<file path="config.mk">
export PLATFORM = sky130hd
export DESIGN_NAME = seg_scan_flat
export DESIGN_NICKNAME = d
export VERILOG_FILES = /design/src/rtl/seg_pkg.sv /design/src/rtl/seg_scan_if.sv /design/src/rtl/bcd_to_seg.sv /design/src/rtl/seg_scan.sv /design/src/flat_wrapper.sv
export SDC_FILE = /design/constraint.sdc
export NUM_CORES = 1
export LEC_CHECK = 0
export ABC_AREA = 1
export CAP_MARGIN = 10
export CELL_PAD_IN_SITES_DETAIL_PLACEMENT = 0
export CELL_PAD_IN_SITES_GLOBAL_PLACEMENT = 1
export CORE_MARGIN = 2
export CORE_UTILIZATION = 40
export CTS_CLUSTER_DIAMETER = 150
export DETAILED_ROUTE_END_ITERATION = 10
export GPL_TIMING_DRIVEN = 0
export PLACE_DENSITY = 0.87
export SKIP_LAST_GASP = 1
export SYNTH_ARGS = -nofsm -noshare
export SYNTH_HDL_FRONTEND = slang
export SYNTH_SLANG_ARGS = --single-unit
</file>
<file path="constraint.sdc">
create_clock -name clk -period 3.8 [get_ports clk]
set_input_delay 0.38 -clock clk [delete_from_list [all_inputs] [get_ports clk]]
set_output_delay 0.38 -clock clk [all_outputs]
set_load 0.005 [all_outputs]
</file>
<file path="src/rtl/seg_pkg.sv">
// Shared constants for the seven-segment scanner: active-low segment patterns
// ({g,f,e,d,c,b,a}), blink field encodings and digit count.
package seg_pkg;

    localparam int NUM_DIGITS = 6;

    localparam logic [6:0] SEG_0    = 7'h40;
    localparam logic [6:0] SEG_1    = 7'h79;
    localparam logic [6:0] SEG_2    = 7'h24;
    localparam logic [6:0] SEG_3    = 7'h30;
    localparam logic [6:0] SEG_4    = 7'h19;
    localparam logic [6:0] SEG_5    = 7'h12;
    localparam logic [6:0] SEG_6    = 7'h02;
    localparam logic [6:0] SEG_7    = 7'h78;
    localparam logic [6:0] SEG_8    = 7'h00;
    localparam logic [6:0] SEG_9    = 7'h10;
    localparam logic [6:0] SEG_DASH = 7'h3F;

    typedef enum logic [1:0] {
        FLD_SD  = 2'b00,
        FLD_MN  = 2'b01,
        FLD_HR  = 2'b10,
        FLD_ALL = 2'b11
    } fld_e;

endpackage

</file>
<file path="src/rtl/seg_scan_if.sv">
// Time word / display control in, multiplexed display pins out.
interface seg_scan_if;
    logic [23:0] tm;
    logic        blink_en;
    logic [1:0]  blink_sel;
    logic        colon_en;
    logic [5:0]  an;
    logic [6:0]  seg;
    logic        dp;
    logic        frame;

    modport master (
        output tm, blink_en, blink_sel, colon_en,
        input  an, seg, dp, frame
    );

    modport slave (
        input  tm, blink_en, blink_sel, colon_en,
        output an, seg, dp, frame
    );
endinterface

</file>
<file path="src/rtl/bcd_to_seg.sv">
// BCD nibble to active-low seven-segment pattern; non-BCD values show a dash.
module bcd_to_seg
    import seg_pkg::*;
(
    input  logic [3:0] bcd,
    output logic [6:0] seg
);

    always_comb begin
        seg = SEG_DASH;
        case (bcd)
            4'd0: seg = SEG_0;
            4'd1: seg = SEG_1;
            4'd2: seg = SEG_2;
            4'd3: seg = SEG_3;
            4'd4: seg = SEG_4;
            4'd5: seg = SEG_5;
            4'd6: seg = SEG_6;
            4'd7: seg = SEG_7;
            4'd8: seg = SEG_8;
            4'd9: seg = SEG_9;
            default: seg = SEG_DASH;
        endcase
    end

endmodule

</file>
<file path="src/rtl/seg_scan.sv">
// Six-digit common-anode display scanner with per-frame snapshot, field blink
// and decimal-point colon. All display outputs are registered on scan ticks.
module seg_scan
    import seg_pkg::*;
#(
    parameter int SCAN_DIV  = 50000,
    parameter int BLINK_DIV = 250
) (
    input  logic       clk,
    input  logic       rst,
    seg_scan_if.slave  bus
);

    localparam int PW = $clog2(SCAN_DIV);
    localparam int FW = (BLINK_DIV > 1) ? $clog2(BLINK_DIV) : 1;

    logic [PW-1:0] presc;
    logic [2:0]    idx;
    logic          run;
    logic [23:0]   shadow;
    logic [FW-1:0] fcnt;
    logic          hidden;

    logic          tick;
    logic          enter0;
    logic          fcnt_tc;
    logic          hidden_nxt;
    logic [2:0]    idx_nxt;
    logic [23:0]   word;
    logic [3:0]    nib;
    logic [6:0]    seg_dec;
    logic          blank;
    logic [5:0]    an_nxt;
    logic          dp_nxt;

    assign tick    = (presc == PW'(SCAN_DIV - 1));
    // Until the first tick after reset nothing is lit, so that tick enters
    // digit 0 rather than advancing to digit 1.
    assign enter0  = tick && (!run || idx == 3'(NUM_DIGITS - 1));
    assign idx_nxt = enter0 ? 3'd0 : idx + 3'd1;
    assign fcnt_tc = (fcnt == FW'(BLINK_DIV - 1));

    assign hidden_nxt = (enter0 && fcnt_tc) ? ~hidden : hidden;

    // Digit 0 reads tm directly since the shadow is loaded on the same edge.
    assign word = enter0 ? bus.tm : shadow;

    always_comb begin
        nib = word[3:0];
        case (idx_nxt)
            3'd1:    nib = word[7:4];
            3'd2:    nib = word[11:8];
            3'd3:    nib = word[15:12];
            3'd4:    nib = word[19:16];
            3'd5:    nib = word[23:20];
            default: nib = word[3:0];
        endcase
    end

    bcd_to_seg u_dec (
        .bcd (nib),
        .seg (seg_dec)
    );

    assign blank  = bus.blink_en && hidden_nxt &&
                    (fld_e'(bus.blink_sel) == FLD_ALL ||
                     fld_e'(bus.blink_sel) == fld_e'(idx_nxt[2:1]));
    assign an_nxt = ~(6'd1 << idx_nxt) | {6{blank}};
    assign dp_nxt = ~(bus.colon_en && (idx_nxt == 3'd2 || idx_nxt == 3'd4));

    always_ff @(posedge clk) begin
        if (rst) begin
            presc     <= '0;
            idx       <= 3'd0;
            run       <= 1'b0;
            shadow    <= '0;
            fcnt      <= '0;
            hidden    <= 1'b0;
            bus.an    <= 6'b111111;
            bus.seg   <= 7'h7F;
            bus.dp    <= 1'b1;
            bus.frame <= 1'b0;
        end else begin
            presc     <= tick ? '0 : presc + PW'(1);
            bus.frame <= enter0;
            if (tick) begin
                idx     <= idx_nxt;
                run     <= 1'b1;
                bus.an  <= an_nxt;
                bus.seg <= seg_dec;
                bus.dp  <= dp_nxt;
            end
            if (enter0) begin
                shadow <= bus.tm;
                fcnt   <= fcnt_tc ? '0 : fcnt + FW'(1);
                hidden <= hidden_nxt;
            end
        end
    end

endmodule

</file>
<file path="src/flat_wrapper.sv">
// flat-port wrapper written by rule: the top's interface ports become plain ports
module seg_scan_flat import seg_pkg::*;
#(
    parameter int SCAN_DIV  = 50000,
    parameter int BLINK_DIV = 250
)
  (clk, rst, bus_tm, bus_blink_en, bus_blink_sel, bus_colon_en, bus_an, bus_seg, bus_dp, bus_frame);
  seg_scan_if bus_i ();
  input  logic clk;
  input  logic rst;
  input wire logic [$bits(bus_i.tm)-1:0] bus_tm;
  input wire logic [$bits(bus_i.blink_en)-1:0] bus_blink_en;
  input wire logic [$bits(bus_i.blink_sel)-1:0] bus_blink_sel;
  input wire logic [$bits(bus_i.colon_en)-1:0] bus_colon_en;
  output wire logic [$bits(bus_i.an)-1:0] bus_an;
  output wire logic [$bits(bus_i.seg)-1:0] bus_seg;
  output wire logic [$bits(bus_i.dp)-1:0] bus_dp;
  output wire logic [$bits(bus_i.frame)-1:0] bus_frame;
  assign bus_i.tm = bus_tm;
  assign bus_i.blink_en = bus_blink_en;
  assign bus_i.blink_sel = bus_blink_sel;
  assign bus_i.colon_en = bus_colon_en;
  assign bus_an = bus_i.an;
  assign bus_seg = bus_i.seg;
  assign bus_dp = bus_i.dp;
  assign bus_frame = bus_i.frame;
  seg_scan #(.SCAN_DIV(SCAN_DIV), .BLINK_DIV(BLINK_DIV)) u_core (.clk(clk), .rst(rst), .bus(bus_i));
endmodule
</file>
==> impl_metrics.yaml <==
status:
  status: "completed"
setup_path:
  worstReg2RegEnd: "u_core.bus.seg[4]"
  ff2ff_path_depth: 16
  cp_slowest_cell: "dfxtp_1"
  startpoint: "u_core.presc[0]"
  r2r-start: "u_core.presc[0]"
  crit_fanout: 10
  critical-path-top-delay-family: "simple AND/OR/NAND/NOR gates"
  critPathKind: "flop to flop"
  cp_num_buf_inv: 2
  cpPeakStageDelay_ns: 0.35
  cp_cell_sequence: "ha_1 > nand3_2 > nor3_4 > nand3_2 > buf_6 > o21ai_1 > nor2_1 > nor2_1 > nand4_1 > inv_1 > ha_1 > nand3_1 > nand2_1 > nor2_1 > nor2_1 > nor2_1"
  r2r_setup_slack_ns: 0.77
  crit_path_start_kind: "flop"
  end_kind: "flop"
  critPathRequiredTime_ns: 4.04
  cpMostUsedCell: "nor2_1"
  cp.arrival_ns: 3.26
final_layout:
  final_cells: 641
  finish.utilization_pct: 50.9
  diodes: 0
  nNetsFinal: 573
  drive_gt1_share_pct: 9.89
  area_growth_pct: 22.1
yosys:
  synthArstFlopShare_pct: 0
  ys_warn_count: 0
  synth_nets: 519
  synth-seq-cells: 68
  avgSynthCellArea_sq_um: 7.23
  netlist_area_sq_mm: 0.00346
  synth-edff-count: 0
  yosysSeqAreaShare_pct: 39.4
  synth_ff_type: "dfxtp_1"
  synth.distinct_cells: 42
  syn_inst: 478
route:
  vias: 3141
  final_antenna_net_count: 0
  dr.pass1.iters: 5
  first_iter_violations: 157
  totalWireLength_mm: 8.07
  drc_errors: 0
  wl_per_cell_microns: 12.6
  vias_per_cell: 4.90
clock_network:
  path_clk_slew_ns: 0.07
  cts_htree_levels: 3
  cts_made_buffers: 9
  clock_latency_ns: 0.34
  cts_tree: "built"
  cts_resized: 0
  post_cts_buffers: 0
  clk_path_buf_depth: 2
  cts_sinks: 68
  cts_hold_buf: 0
  clock-root-buffer: "clkbuf_8"
timing:
  setup_tns_ns: 0
  rsz0062_at_grt: "false"
  setup_viol: 0
  fin_skew_ns: 0.00723
  tightestPinTransition_ns: 0.514
  slew_viol_final: 0
  hold-worst-slack_ns: 0.445
  clock.fmax_ghz: 0.331
  min_period_ns: 3.03
  min_period_over_period_pct: 79.6
  report.final.hold_viol_count: 0
  relSlewSlack_pct: 65.7
placed_design:
  globalplace.congestion: 0.850
  io_buffers: 43
  place_inst: 626
  hpwl_mm: 6.16
global_route:
  met3_usage_pct: 3.61
  grtUsageMet2_pct: 29.3
  track_usage_pct: 18.3
  antenna_found_initial: 0
  grt_max_degree: 11
  busiest_layer: "met2"
  use_met1_pct: 23.9
  grt_pass1_wl_mm: 13.9
  grt_pass1_vias: 2980
  gr-total-overflow: 0
run:
  maxCapViolations: 0
hold_path:
  hp-class: "flop to flop"
  hold_end: "u_core.presc[0]"
  holdPathStages: 1
  hp-start: "u_core.presc[0]"
floorplan:
  dieHeight_microns: 97.0
  core_sq_mm: 0.00830
  io_pins: 45
  rows: 33
  die_area_sq_mm: 0.00940
  die_w_microns: 97.0
  initial_utilization_pct: 41.7
power_and_ir_drop:
  power_density_mw_per_mm2: 330
  ir_drop_v: 0.000150
  p_leak_nw: 1.77
worst max-delay path by stage:
stage / endpoint / slack (ns) / depth (start not counted)
2_1_floorplan: u_core.bus.seg[1] / 1.44 / 15
4_1_cts: u_core.bus.seg[4] / 0.76 / 16
3_3_place_gp: u_core.bus.seg[4] / 0.86 / 16
6_report: u_core.bus.seg[4] / 0.77 / 16
5_1_grt: u_core.bus.seg[4] / 0.47 / 16
3_5_place_dp: u_core.bus.seg[4] / 0.79 / 16
report_power, final:
group | internal (mW) | switching [mW]
clock network | 0.354 | 0.267
registers | 0.715 | 0.00186
logic | 0.0298 | 0.0237
cell usage in the layout, fill, tap and decap left out, types with 6 or more instances in the layout:
cell type	netlist	final
nand4_1	12	12
xor2_1	6	6
ha_1	11	11
nor2_1	83	83
dfxtp_1	68	68
nand2_2	7	7
o21ai_0	8	8
nand3_1	19	19
nand2_1	98	98
nor3_1	12	12
a21oi_1	23	23
clkdlybuf4s50_1	0	43
o21ai_1	7	7
o22ai_1	8	8
clkbuf_1	6	8
clkbuf_8	0	12
inv_1	57	57
logic make-up (layout without fill, tap and decap cells):
kind of cell,count (synthesis),in the layout,synth area share [%]
AOI/OAI and AO/OA,59,59,10.2
and+or+nand+nor,259,259,35.5
muxes,2,2,0.579
DFF,68,68,39.4
adders and majority gates,11,11,3.98
buffers and inverters,73,131,8.83
xor gates and xnor gates,6,6,1.52
registers in the layout, indices dropped and copies added (netlist names):
| name | flops |
|---|---|
| u_core.run | 1 |
| u_core.presc | 16 |
| u_core.fcnt | 8 |
| u_core.bus.seg | 7 |
| u_core.bus.an | 6 |
| u_core.hidden | 1 |
| u_core.idx | 3 |
| u_core.bus.frame | 1 |
| u_core.shadow | 24 |
| u_core.bus.dp | 1 |
cells in the mapped netlist, types with 3 or more instances:
| cell | number | area, sq um |
|---|---|---|
| a21boi_2 | 3 | 33.8 |
| a21oi_1 | 23 | 115 |
| buf_6 | 4 | 45.0 |
| clkbuf_1 | 6 | 22.5 |
| dfxtp_1 | 68 | 1360 |
| ha_1 | 11 | 138 |
| inv_1 | 57 | 214 |
| inv_2 | 4 | 15.0 |
| nand2_1 | 98 | 368 |
| nand2_2 | 7 | 43.8 |
| nand2_4 | 3 | 33.8 |
| nand3_1 | 19 | 95.1 |
| nand3_2 | 3 | 30.0 |
| nand4_1 | 12 | 75.1 |
| nor2_1 | 83 | 312 |
| nor2_2 | 3 | 18.8 |
| nor2_4 | 4 | 45.0 |
| nor3_1 | 12 | 60.1 |
| nor3b_1 | 3 | 22.5 |
| o21ai_0 | 8 | 40.0 |
| o21ai_1 | 7 | 35.0 |
| o22ai_1 | 8 | 50.1 |
| xor2_1 | 6 | 52.6 |
through the flow:
stage	setup slack, ns	power [mW]	cell area (sq um)
finish	0.774	1.39	4220
global route	0.473	1.44	4220
CTS	0.763	1.40	4220
detailed placement	0.786	0.786	4020
global placement	0.865	0.787	4020
floorplan	1.44	0.749	3460
final cells by class:
class / count / area, sq um
multi-input cells: 337 / 1790
clock inverters: 1 / 30.0
repair buffers: 43 / 430
well taps: 105 / 131
fillers: 804 / 4080
clock buffers: 14 / 173
flip-flops and latches: 68 / 1360
inverters: 62 / 233
plain buffers: 11 / 72.6
worst register-to-register path: stages (launching register included):
cell,delay (ns)
dfxtp_1,0.35
ha_1,0.21
nand3_2,0.20
nor3_4,0.25
nand3_2,0.21
buf_6,0.20
o21ai_1,0.17
nor2_1,0.06
nor2_1,0.23
nand4_1,0.28
inv_1,0.19
ha_1,0.21
nand3_1,0.08
nand2_1,0.06
nor2_1,0.04
nor2_1,0.13
nor2_1,0.05
metal layers:
| metal | vias to the layer above | wire length, microns |
|---|---|---|
| li1 | 1633 | - |
| met1 | 1418 | 3930 |
| met2 | 73 | 3600 |
| met3 | 17 | 374 |
| met4 | 0 | 168 |
| met5 | - | 0 |
Power figures use the tool's default switching activity.
